--- src/rtl/instr_fetch_unit.sv ---
// rtl/instr_fetch_unit.sv - instruction fetch with prefetch queue, redirect, halt and restart
module instr_fetch_unit #(
  parameter int DEPTH   = 2,
  parameter int INSTR_W = 17,
  parameter int ADDR_W  = 8
) (
  input  logic               uClk,
  input  logic               reset,
  output logic               imem_rd,
  output logic [ADDR_W-1:0]  imem_addr,
  input  logic [INSTR_W-1:0] imem_rdata,
  output logic [INSTR_W-1:0] instr,
  output logic [ADDR_W-1:0]  instr_pc,
  output logic               instr_valid,
  input  logic               instr_ready,
  input  logic               redirect,
  input  logic [ADDR_W-1:0]  redirect_pc,
  output logic               halted
);

  localparam int PW = (DEPTH > 2) ? 2 : 1;
  localparam int CW = $clog2(DEPTH + 1);
  localparam logic [4:0] OP_HALT    = 5'd30;
  localparam logic [4:0] OP_RESTART = 5'd31;

  typedef enum logic {RUN, HALT} state_t;

  state_t             state, state_next;
  logic [ADDR_W-1:0]  fpc;
  logic [ADDR_W-1:0]  rd_addr;
  logic               inflight;
  logic [CW-1:0]      count;
  logic [PW-1:0]      rd_ptr, wr_ptr;
  logic [INSTR_W-1:0] q_instr [DEPTH];
  logic [ADDR_W-1:0]  q_pc    [DEPTH];

  logic               accept, halt_acc, restart_acc, flush, push;
  logic [4:0]         head_op;
  logic [CW:0]        occupancy;

  function automatic logic [PW-1:0] ptr_inc(input logic [PW-1:0] p);
    return (p == PW'(DEPTH - 1)) ? '0 : p + PW'(1);
  endfunction

  assign instr       = q_instr[rd_ptr];
  assign instr_pc    = q_pc[rd_ptr];
  assign instr_valid = (count != '0);
  assign imem_addr   = fpc;
  assign halted      = (state == HALT);

  // Handshake decode: accept, flush sources, read issue and data push
  always_comb begin
    accept      = instr_valid & instr_ready;
    head_op     = instr[INSTR_W-1 -: 5];
    halt_acc    = accept && (head_op == OP_HALT);
    restart_acc = accept && (head_op == OP_RESTART);
    flush       = redirect | halt_acc | restart_acc;
    // A returning read is dropped whenever the queue is flushed in the same cycle
    push        = inflight & ~flush;
    occupancy   = {1'b0, count} + (CW+1)'(inflight) - (CW+1)'(accept);
    imem_rd     = 1'b0;
    if (!reset && state == RUN && !flush && occupancy < (CW+1)'(DEPTH))
      imem_rd = 1'b1;
  end

  // Next-state: redirect and restart force RUN, an accepted halt word parks in HALT
  always_comb begin
    state_next = state;
    if (redirect || restart_acc)
      state_next = RUN;
    else if (halt_acc)
      state_next = HALT;
  end

  // State register
  always_ff @(posedge uClk) begin
    if (reset)
      state <= RUN;
    else
      state <= state_next;
  end

  // Fetch PC, in-flight tracking and circular prefetch queue
  always_ff @(posedge uClk) begin
    if (reset) begin
      fpc      <= '0;
      rd_addr  <= '0;
      inflight <= 1'b0;
      count    <= '0;
      rd_ptr   <= '0;
      wr_ptr   <= '0;
      for (int i = 0; i < DEPTH; i++) begin
        q_instr[i] <= '0;
        q_pc[i]    <= '0;
      end
    end else begin
      inflight <= imem_rd;
      if (imem_rd) begin
        fpc     <= fpc + ADDR_W'(1);
        rd_addr <= fpc;
      end
      if (flush) begin
        count  <= '0;
        rd_ptr <= '0;
        wr_ptr <= '0;
        if (redirect)
          fpc <= redirect_pc;
        else if (restart_acc)
          fpc <= '0;
      end else begin
        if (push) begin
          q_instr[wr_ptr] <= imem_rdata;
          q_pc[wr_ptr]    <= rd_addr;
          wr_ptr          <= ptr_inc(wr_ptr);
        end
        if (accept)
          rd_ptr <= ptr_inc(rd_ptr);
        if (push && !accept)
          count <= count + CW'(1);
        else if (accept && !push)
          count <= count - CW'(1);
      end
    end
  end

endmodule
--- config.mk ---
export PLATFORM = sky130hd
export DESIGN_NAME = instr_fetch_unit
export DESIGN_NICKNAME = d
export VERILOG_FILES = /design/src/rtl/instr_fetch_unit.sv
export SDC_FILE = /design/constraint.sdc
export NUM_CORES = 1
export LEC_CHECK = 0
export ABC_AREA = 0
export BUFFER_PORTS_ARGS = -buffer_cell sky130_fd_sc_hd__buf_2
export CORE_MARGIN = 5
export CORE_UTILIZATION = 45
export DETAILED_ROUTE_END_ITERATION = 12
export PLACE_DENSITY = 0.65
export SETUP_SLACK_MARGIN = 0.4
export SLEW_MARGIN = 20
export SYNTH_ARGS = -nofsm -noshare
export SYNTH_HDL_FRONTEND = slang
export SYNTH_SLANG_ARGS = --single-unit
--- constraint.sdc ---
create_clock -name uClk -period 10.1 [get_ports uClk]
set_input_delay 2.02 -clock uClk [delete_from_list [all_inputs] [get_ports uClk]]
set_output_delay 2.02 -clock uClk [all_outputs]
set_load 0.02 [all_outputs]
==> flow_summary.toml <==
[status]
status = "completed"

[logic_synthesis]
yosysTopAreaCell = "edfxtp_1"
yosys_warnings = 0
synth_edf_count = 50
syn_area_per_cell_um2 = 12.6
synthCells = 269
ys_seq_area_frac = 0.581
synth-seq-cells = 73
synth_area_um2 = 3380
synth_top_area_frac = 0.445
ys_async_sr_fraction = 0
yosys-top-cells-area = "edfxtp_1 44%, dfxtp_1 14%, and2_1 9.3%, mux2_2 8.0%, nand2_1 2.2%"
synth_cell_type_count = 45
synth_top_cells_by_count = "50 x and2_1, 50 x edfxtp_1, 24 x mux2_2, 23 x dfxtp_1, 20 x nand2_1"
synth_ff_type = "edfxtp_1"
syn_nets = 302

[critical_path]
cp.required_ns = 8.08
critPathLaunchType = "input port"
cp_top_family = "simple AND/OR/NAND/NOR gates"
critical-path-slowest-cell = "or3_4"
cpPeakStageDelay_ns = 0.44
worst-path-buf-inv = 5
path_depth = 12
worst_setup_path_end_kind = "output pin"
crit_chain = "buf_2 -> nand2_2 -> inv_1 -> ha_1 -> nand2b_1 -> fa_1 -> xor2_1 -> nor3b_4 -> inv_2 -> or3_4 -> inv_2 -> buf_2"
crit_type = "in2out"
path_max_fanout = 12
worst_ep_arrival_time_ns = 4.47
r2r_cells = 7
reg2reg_slack_ns = 7.02

[global_route]
grt_usage = 0.137
grt_pass1_vias = 2141
grt_overflow = 0
grt_max_degree = 28
grt_first_pass_wirelength_mm = 10.4
antenna_found_initial = 0

[sta]
setup_violations = 0
skew_ns = 0.0101
slew_headroom = 0.296
worst_slew_pin_slew_ns = 1.06
period_needed_ns = 6.49
fin_crit_sh = 0.643
tns_ns = 0
report.final.slew_viol_count = 0
fmax_mhz = 154
rsz0062_at_grt = "no"
hold_viol_final = 0

[floorplan]
fp.dieW_um = 96.6
num_io_pins = 65
core_area_um2 = 7290
die_area_um2 = 9340
rows = 31
dieHeight_um = 96.6
start_util = 0.463

[clocking]
cts.repair.resized = 0
clock-sinks = 73
clockBufferDepth = 2
clkTransAtPathRegs_ns = 0.08
cts_made_buffers = 9
htreeDepth = 3
cts_root_buf = "clkbuf_8"
insertion_delay_ns = 0.34
postCtsSetupBuffers = 0
cts_hold_buf = 0
cts_tree = "done"

[cells_and_area]
antenna_cells = 0
fin_nets = 366
final_cells = 437
drive_gt1_frac = 0.402
areaGrowthSynthToFinish_pct = 18.0

[hold_path]
min_path_cells = 2
worstHoldPathType = "reg2reg"

[detailed_routing]
wl_mm = 6.24
dr.pass1.iters = 4
ant_nets = 0
vias_per_cell = 4.92
dr_total_vias = 2148
routedWlPerCell_um = 14.3
drc = 0
drt_iter0_markers = 71

[power_and_ir_drop]
peakVddDrop_mv = 0.0738
total_power_uw = 668
leakagePower_nw = 1.59
power_density_nw_per_um2 = 168

[placed_design]
place.gp.congestion = 0.835
port_buffers = 64
place_hpwl_mm = 4.23
dp.cells = 421

[flow_run]
cap_violations = 0
routing by layer:
layer	track usage	routed length (um)	vias to the layer above
met5	0	0	-
met4	0.0616	82	0
met3	0.0360	362	6
met2	0.211	2780	64
met1	0.182	3020	1004
li1	-	-	1074
report_power, final:
| part | internal, mW | switching, mW |
|---|---|---|
| clock | 0.142 | 0.113 |
| combinational | 0.0274 | 0.0423 |
| sequential | 0.333 | 0.0101 |
| total | 0.503 | 0.165 |
through the flow:
stage	hold slack (ns)	area [um^2]	setup WS, ns	utilization
final	0.479	3980	3.61	0.546
after global routing	0.496	3980	3.45	0.546
after CTS	0.479	3980	3.57	0.546
after detailed placement	0.468	3760	3.58	0.515
after global placement	0.464	3760	3.63	0.515
after floorplan	0.452	3380	4.09	-
state kept, by name, summed over array words and instances, names as in the netlist, named ones only:
name       count
count          2
halted         1
imem_addr      8
inflight       1
q_instr       34
q_pc          16
rd_addr        8
rd_ptr         1
wr_ptr         1
tightest hold or removal path: cells and delay by family, from the launching register on:
family	cells	cell delay, ns
compound gates	1	0.05
flops	1	0.32
simple gates	1	0.07
layout by cell type (no fill, tap or decap), types with 4 or more instances in the layout:
master / instances
xnor2_1: 6
buf_2: 64
dfxtp_1: 23
and2_1: 50
nand2_2: 9
edfxtp_1: 50
inv_1: 4
clkbuf_8: 9
a21oi_2: 8
nor2_1: 9
mux2_2: 24
nand3_1: 7
nand2_1: 20
logic make-up after synthesis:
logic type | Yosys count | synth area share
xor+xnor | 9 | 0.0233
fa+ha+maj | 4 | 0.0170
flops | 73 | 0.581
simple gates | 116 | 0.212
mux | 26 | 0.0860
buf+inv | 18 | 0.0278
compound gates | 23 | 0.0534
worst paths after layout:
path	from	endpoint
worst max-delay path	instr_ready	imem_rd
worst min-delay path	rd_addr[4]	rd_addr[4]
worst max register to register	flip-flop	q_instr[0][8]
worst min register to register	rd_addr[4]	rd_addr[4]
cell type report:
type / count / area, um^2
Tap cell: 99 / 124
Clock inverter: 7 / 103
Sequential cell: 73 / 1960
Timing Repair Buffer: 65 / 328
Multi-Input combinational cell: 178 / 1320
Clock buffer: 9 / 124
Fill cell: 668 / 3310
Inverter: 6 / 22.5
Power figures use the tool's default switching activity.
